## config.mk

```make
export PLATFORM = sky130hd
export DESIGN_NAME = mc_cpu_core_flat
export DESIGN_NICKNAME = d
export VERILOG_FILES = /design/src/rtl/mc_cpu_core_if.sv /design/src/rtl/mc_cpu_core.sv /design/src/flat_wrapper.sv
export SDC_FILE = /design/constraint.sdc
export NUM_CORES = 1
export LEC_CHECK = 0
export ABC_AREA = 1
export CAP_MARGIN = 30
export CORE_ASPECT_RATIO = 1.25
export CORE_UTILIZATION = 45
export CTS_CLUSTER_SIZE = 28
export DETAILED_ROUTE_END_ITERATION = 16
export PLACE_DENSITY = 0.68
export SLEW_MARGIN = 20
export SYNTH_ARGS = -nofsm -noshare
export SYNTH_HDL_FRONTEND = slang
export SYNTH_SLANG_ARGS = --single-unit
```

## constraint.sdc

```tcl
create_clock -name clk -period 2.6 [get_ports clk]
set_clock_uncertainty 0.2 [all_clocks]
set_input_delay 0.52 -clock clk [delete_from_list [all_inputs] [get_ports clk]]
set_output_delay 0.52 -clock clk [all_outputs]
set_load 0.02 [all_outputs]
```

## src/rtl/mc_cpu_core_if.sv

```systemverilog
// Shared instruction/data memory port of mc_cpu_core: req/ready handshake, one access in flight.
interface mc_cpu_core_if #(
    parameter int DATA_W = 16,
    parameter int ADDR_W = 12
);
    logic              mem_req;
    logic              mem_we;
    logic [ADDR_W-1:0] mem_addr;
    logic [DATA_W-1:0] mem_wdata;
    logic [DATA_W-1:0] mem_rdata;
    logic              mem_ready;

    modport master (
        output mem_req, mem_we, mem_addr, mem_wdata,
        input  mem_rdata, mem_ready
    );

    modport slave (
        input  mem_req, mem_we, mem_addr, mem_wdata,
        output mem_rdata, mem_ready
    );
endinterface

```

## src/rtl/mc_cpu_core.sv

```systemverilog
// Multicycle von Neumann CPU core: control FSM and datapath sharing one req/ready memory port.
module mc_cpu_core #(
    parameter int DATA_W  = 16,
    parameter int ADDR_W  = 12,
    parameter int REG_CNT = 16
) (
    input  logic          clk,
    input  logic          reset,
    mc_cpu_core_if.master bus,
    output logic          Halt,
    output logic          illegal,
    output logic [31:0]   instret
);
    localparam int RW = (REG_CNT > 1) ? $clog2(REG_CNT) : 1;

    localparam logic [3:0] OP_NOP  = 4'h0;
    localparam logic [3:0] OP_ADD  = 4'h1;
    localparam logic [3:0] OP_SUB  = 4'h2;
    localparam logic [3:0] OP_AND  = 4'h3;
    localparam logic [3:0] OP_OR   = 4'h4;
    localparam logic [3:0] OP_XOR  = 4'h5;
    localparam logic [3:0] OP_LDI  = 4'h6;
    localparam logic [3:0] OP_LD   = 4'h7;
    localparam logic [3:0] OP_ST   = 4'h8;
    localparam logic [3:0] OP_BEQ  = 4'h9;
    localparam logic [3:0] OP_JMP  = 4'hA;
    localparam logic [3:0] OP_HALT = 4'hF;

    typedef enum logic [2:0] {FETCH, DECODE, EXEC, MEM, WB, STOP} state_t;

    state_t            state;
    logic [ADDR_W-1:0] pc;
    logic [15:0]       ir;
    logic [DATA_W-1:0] a;
    logic [DATA_W-1:0] b;
    logic [DATA_W-1:0] alu_out;
    logic [DATA_W-1:0] mdr;
    logic [DATA_W-1:0] gpr [REG_CNT];

    logic              req;
    logic              we;
    logic [ADDR_W-1:0] addr;
    logic [DATA_W-1:0] wdata;

    logic [3:0]               op;
    logic [RW-1:0]            rd;
    logic [RW-1:0]            rs;
    logic [RW-1:0]            rt;
    logic [DATA_W-1:0]        alu_res;
    logic [ADDR_W-1:0]        eff_addr;
    logic signed [ADDR_W-1:0] br_off;
    logic [ADDR_W-1:0]        br_target;
    logic [ADDR_W-1:0]        jmp_target;

    // LD/ST fall through to the default arm, which forms the effective address.
    function automatic logic [DATA_W-1:0] alu(input logic [3:0] f,
                                              input logic [DATA_W-1:0] x,
                                              input logic [DATA_W-1:0] y,
                                              input logic [7:0] imm8);
        case (f)
            OP_ADD:  return x + y;
            OP_SUB:  return x - y;
            OP_AND:  return x & y;
            OP_OR:   return x | y;
            OP_XOR:  return x ^ y;
            OP_LDI:  return DATA_W'(imm8);
            default: return x + DATA_W'(imm8[3:0]);
        endcase
    endfunction

    assign op         = ir[15:12];
    assign rd         = ir[8 +: RW];
    assign rs         = ir[4 +: RW];
    assign rt         = ir[0 +: RW];
    assign alu_res    = alu(op, a, b, ir[7:0]);
    assign eff_addr   = ADDR_W'(alu_res);
    assign br_off     = ADDR_W'($signed(ir[3:0]));
    assign br_target  = pc + $unsigned(br_off);
    assign jmp_target = ADDR_W'(ir[11:0]);

    assign bus.mem_req   = req;
    assign bus.mem_we    = we;
    assign bus.mem_addr  = addr;
    assign bus.mem_wdata = wdata;

    // Every transition back into FETCH raises req with the next PC already on addr,
    // so the request is registered and nothing depends combinationally on mem_ready.
    always_ff @(posedge clk) begin
        if (reset) begin
            state   <= FETCH;
            pc      <= '0;
            ir      <= '0;
            a       <= '0;
            b       <= '0;
            alu_out <= '0;
            mdr     <= '0;
            for (int i = 0; i < REG_CNT; i++) gpr[i] <= '0;
            req     <= 1'b0;
            we      <= 1'b0;
            addr    <= '0;
            wdata   <= '0;
            Halt    <= 1'b0;
            illegal <= 1'b0;
            instret <= '0;
        end else begin
            case (state)
                FETCH: begin
                    if (!req) begin
                        req  <= 1'b1;
                        we   <= 1'b0;
                        addr <= pc;
                    end else if (bus.mem_ready) begin
                        ir    <= bus.mem_rdata[15:0];
                        pc    <= pc + ADDR_W'(1);
                        req   <= 1'b0;
                        state <= DECODE;
                    end
                end
                DECODE: begin
                    a <= gpr[rs];
                    b <= (op == OP_ST || op == OP_BEQ) ? gpr[rd] : gpr[rt];
                    if (op == OP_HALT) begin
                        Halt  <= 1'b1;
                        state <= STOP;
                    end else if (op inside {[4'd11:4'd14]}) begin
                        Halt    <= 1'b1;
                        illegal <= 1'b1;
                        state   <= STOP;
                    end else if (op == OP_NOP) begin
                        req     <= 1'b1;
                        addr    <= pc;
                        instret <= instret + 32'd1;
                        state   <= FETCH;
                    end else begin
                        state <= EXEC;
                    end
                end
                EXEC: begin
                    alu_out <= alu_res;
                    case (op)
                        OP_BEQ: begin
                            if (a == b) begin
                                pc   <= br_target;
                                addr <= br_target;
                            end else begin
                                addr <= pc;
                            end
                            req     <= 1'b1;
                            instret <= instret + 32'd1;
                            state   <= FETCH;
                        end
                        OP_JMP: begin
                            pc      <= jmp_target;
                            addr    <= jmp_target;
                            req     <= 1'b1;
                            instret <= instret + 32'd1;
                            state   <= FETCH;
                        end
                        OP_LD, OP_ST: begin
                            req   <= 1'b1;
                            we    <= (op == OP_ST);
                            addr  <= eff_addr;
                            wdata <= b;
                            state <= MEM;
                        end
                        default: state <= WB;
                    endcase
                end
                MEM: begin
                    if (bus.mem_ready) begin
                        we <= 1'b0;
                        if (op == OP_LD) begin
                            mdr   <= bus.mem_rdata;
                            req   <= 1'b0;
                            state <= WB;
                        end else begin
                            addr    <= pc;
                            instret <= instret + 32'd1;
                            state   <= FETCH;
                        end
                    end
                end
                WB: begin
                    if (rd != '0) gpr[rd] <= (op == OP_LD) ? mdr : alu_out;
                    req     <= 1'b1;
                    addr    <= pc;
                    instret <= instret + 32'd1;
                    state   <= FETCH;
                end
                default: begin
                    state <= STOP;
                end
            endcase
        end
    end
endmodule

```

## src/flat_wrapper.sv

```systemverilog
// flat-port wrapper written by rule: the top's interface ports become plain ports
module mc_cpu_core_flat 
#(
    parameter int DATA_W  = 16,
    parameter int ADDR_W  = 12,
    parameter int REG_CNT = 16
)
  (clk, reset, Halt, illegal, instret, bus_mem_req, bus_mem_we, bus_mem_addr, bus_mem_wdata, bus_mem_rdata, bus_mem_ready);
  mc_cpu_core_if #(.DATA_W(DATA_W), .ADDR_W(ADDR_W)) bus_i ();
  input  logic clk;
  input  logic reset;
  output logic Halt;
  output logic illegal;
  output logic [31:0] instret;
  output wire logic [$bits(bus_i.mem_req)-1:0] bus_mem_req;
  output wire logic [$bits(bus_i.mem_we)-1:0] bus_mem_we;
  output wire logic [$bits(bus_i.mem_addr)-1:0] bus_mem_addr;
  output wire logic [$bits(bus_i.mem_wdata)-1:0] bus_mem_wdata;
  input wire logic [$bits(bus_i.mem_rdata)-1:0] bus_mem_rdata;
  input wire logic [$bits(bus_i.mem_ready)-1:0] bus_mem_ready;
  assign bus_mem_req = bus_i.mem_req;
  assign bus_mem_we = bus_i.mem_we;
  assign bus_mem_addr = bus_i.mem_addr;
  assign bus_mem_wdata = bus_i.mem_wdata;
  assign bus_i.mem_rdata = bus_mem_rdata;
  assign bus_i.mem_ready = bus_mem_ready;
  mc_cpu_core #(.DATA_W(DATA_W), .ADDR_W(ADDR_W), .REG_CNT(REG_CNT)) u_core (.clk(clk), .reset(reset), .bus(bus_i), .Halt(Halt), .illegal(illegal), .instret(instret));
endmodule
```

==> reports/metrics.yaml <==
run_status: "complete, but fails checks"
violations: "negative setup slack"
fin_cells: 4645
synth-edff-count: 256
syn2layout_area_growth_pct: 22.4
cts_hold_buf: 0
dp_hpwl_um: 72100
drt-total-wl_um: 102000
peakVddDrop_mv: 0.593
period_minus_slack_ns: 2.71
antenna_found_initial: 1
antenna_cells: 0
p_int_mw: 14.6
grt_usage_pct: 33.5
arrival_ns: 3.01
r2r_setup_slack_ns: -0.11
period_share_pct: 104
yosys_warnings: 0
globalplace.congestion: 0.985
synthCells: 3638
p_sw_mw: 8.59
syn_area_per_cell_um2: 7.36
path_class: "reg2reg"
cts_tree: "built"
dp_cells: 4547
synth_ff_type: "edfxtp_1"
clk_path_buf_depth: 3
critical_path_buf_inv_count: 6
switching_share_pct: 37.0
worst-path-max-fanout: 6
ys_async_sr_fraction_pct: 0
grt_pass1_vias: 25800
numPortBuffers: 82
ys_ff_latch: 423
p_seq_share_pct: 34.1
worstMarginPinSlew_ns: 0.844
ant_nets: 0
numCtsBuffers: 46
rr_worst_depth: 17
hold_path_depth: 2
worstPathCellList: "nor2_4, inv_2, nor2_4, buf_4, inv_4, buf_8, buf_4, nor2_1, ha_1, a21oi_2, o31ai_2, a21oi_2, nand3_2, nand3_2, nand4_1, nand2_1, inv_1"
clkSlewWorstSetupHoldPaths_ns: 0.07
drt-pass1-iter-count: 8
drive_gt1_share_pct: 15.1
start_util_pct: 45.7
yosysSeqAreaShare_pct: 41.2
fin_util_pct: 55.9
regArea_um2: 11100
hold_end: "u_core.Halt"
clkLatencyLatePin_ns: 0.63
ys_types: 54
drt-vias-per-instance: 5.95
wire_per_inst_um: 22.1
grt_max_degree: 111
start_kind: "flip-flop"
combPwrFrac_pct: 34.9
rsz0062_at_grt: "yes"
setup_viol: 12
syn_area_um2: 26800
worstSetupEndpointType: "flip-flop"
cpPeakStageDelay_ns: 0.33
grt_pass1_wl_um: 153000
die_h_um: 275
multi_input_area_um2: 14100
post-route-drc-count: 0
cts_root_buf: "clkbuf_16"
io_pins: 83
crit_family: "simple AND/OR/NAND/NOR gates"
die_w_um: 220
crit_required_ns: 2.90
hold_viol_final: 0
slowest_stage: "dfxtp_2"
cts_max_level: 2
vias: 27600
setup_slack_ns: -0.107
fin_nets: 3948
first_iter_violations: 3206
maxCapViolCount: 0
hp-start: "u_core.Halt"
gr-total-overflow: 0
reg2reg_from: "u_core.ir[14]"
fillers: 5454
final_cell_mix: "o21ai_0, nor2_1, nand2_1, a21oi_1, inv_1"
final_max_slew_viol_count: 0
r2r_end: "u_core.alu_out[14]"
layout_commonest_cell: "o21ai_0"
pwr-share-clk_pct: 31.0
relSlewSlack_pct: 43.7
rows: 99
core_um2: 58600
hold_path_class: "reg2reg"
max_freq_mhz: 369
die_area_um2: 60500
clock-sinks: 423
p_per_area_nw_per_um2: 709
leakage_nw: 12.8
## metal layers
metal / share of wire (%) / GRT usage, % / up-vias
met5: 0.030 / 0 / -
met4: 6.6 / 19.7 / 3
met3: 9.2 / 5.17 / 365
met2: 47 / 55.4 / 1566
met1: 37 / 41.1 / 12800
li1: - / - / 12900
## what timing repair did
item                                    in CTS  in global routing
pin swaps                                   47                 47
endpoints found under the setup margin      21                 67
resized for setup                           85                 88
buffers inserted                             7                  7
## sequential cells by signal, indices dropped and copies added, names as in the netlist, 3 cells and up, named ones only
name / cells
u_core.gpr: 256
u_core.pc: 12
u_core.state: 3
u_core.alu_out: 16
u_core.instret: 32
u_core.bus.mem_addr: 12
u_core.ir: 16
u_core.a: 16
u_core.bus.mem_wdata: 16
u_core.b: 16
u_core.mdr: 16
## metrics by stage
stage	hold WS (ns)	cell area (µm²)	power, mW	worst slack [ns]	TNS (ns)
after floorplan	0.236	26900	12.2	0.00879	0
after global placement	0.262	30400	15.5	-0.229	-2.08
after detailed placement	0.263	30400	15.6	-0.271	-3.08
after CTS	0.278	32400	22.9	-0.0634	-0.161
after global routing	0.302	32800	24.1	-0.257	-3.22
final	0.278	32800	23.2	-0.107	-0.659
## synth_stat cells (3+ instances only)
cell type	instances	share of area [%]
o211ai_1	56	1.6
nand3_1	149	2.8
or2_2	4	0.093
o22ai_1	30	0.70
buf_1	18	0.25
nor3_2	4	0.15
inv_1	329	4.6
o2111ai_1	3	0.098
o221ai_1	14	0.46
nand4_1	20	0.47
o21ai_1	73	1.4
nor2_2	6	0.14
buf_2	67	1.3
nand3_2	3	0.11
a21o_1	5	0.14
fa_1	3	0.22
dfxtp_1	167	12
xnor2_1	5	0.16
nor3_1	30	0.56
o32ai_1	16	0.52
ha_1	75	3.5
edfxtp_1	256	29
xor2_1	30	0.98
o21ai_0	606	11
nor4_1	5	0.12
o31ai_1	4	0.11
nand2_2	6	0.14
a21oi_1	381	7.1
a221oi_1	3	0.098
nor2_4	6	0.25
mux2i_1	34	1.3
nor2_1	560	7.8
a211oi_1	35	0.98
inv_2	19	0.27
clkbuf_1	158	2.2
nand2_1	433	6.1
a31oi_1	4	0.093
## final cells by class
cell class                      count  area share (%)
Inverter                          349            4.02
Clock inverter                     25            1.05
Tap cell                          757            2.89
Timing Repair Buffer              394            11.1
Sequential cell                   423            33.7
Clock buffer                       60            3.99
Multi-Input combinational cell   2637            43.2
## cells by family after synthesis
logic type               Yosys count  share of synthesized area [%]
AO/OA/AOI/OAI                   1237                           24.8
flip-flops                       423                           41.2
multiplexers                      34                           1.27
other                              1                         0.0140
AND/OR/NAND/NOR                 1237                           19.2
XOR/XNOR                          35                           1.14
adder cells (fa/ha/maj)           78                           3.73
buffers and inverters            593                           8.65
## worst max-delay path by stage
| stage | startpoint | endpoint | slack (ns) | depth (start not counted) |
|---|---|---|---|---|
| global route | u_core.ir[14] | u_core.bus.mem_addr[8] | -0.26 | 18 |
| floorplan | u_core.ir[14] | u_core.bus.mem_addr[8] | 0.009 | 18 |
| global placement | u_core.ir[14] | u_core.bus.mem_addr[10] | -0.23 | 20 |
| detailed placement | u_core.ir[14] | u_core.bus.mem_addr[8] | -0.27 | 17 |
| CTS | u_core.ir[15] | u_core.bus.mem_addr[8] | -0.06 | 17 |
| finish | u_core.ir[14] | u_core.alu_out[14] | -0.11 | 17 |
## power groups by stage
stage          Sequential, mW  Clock (mW)  Combinational (mW)
2_1_floorplan            7.95           0                4.29
3_3_place_gp             8.02           0                7.51
3_5_place_dp             8.02           0                7.54
4_1_cts                  7.89        7.26                7.71
5_1_grt                  7.95        7.49                8.70
6_report                 7.91        7.20                8.11
## worst min-delay path: stages (launching register included)
cell and delay [ns]:
dfxtp_1 0.33, nor2_1 0.05, nor2_1 0.07
Power figures use the tool's default switching activity.
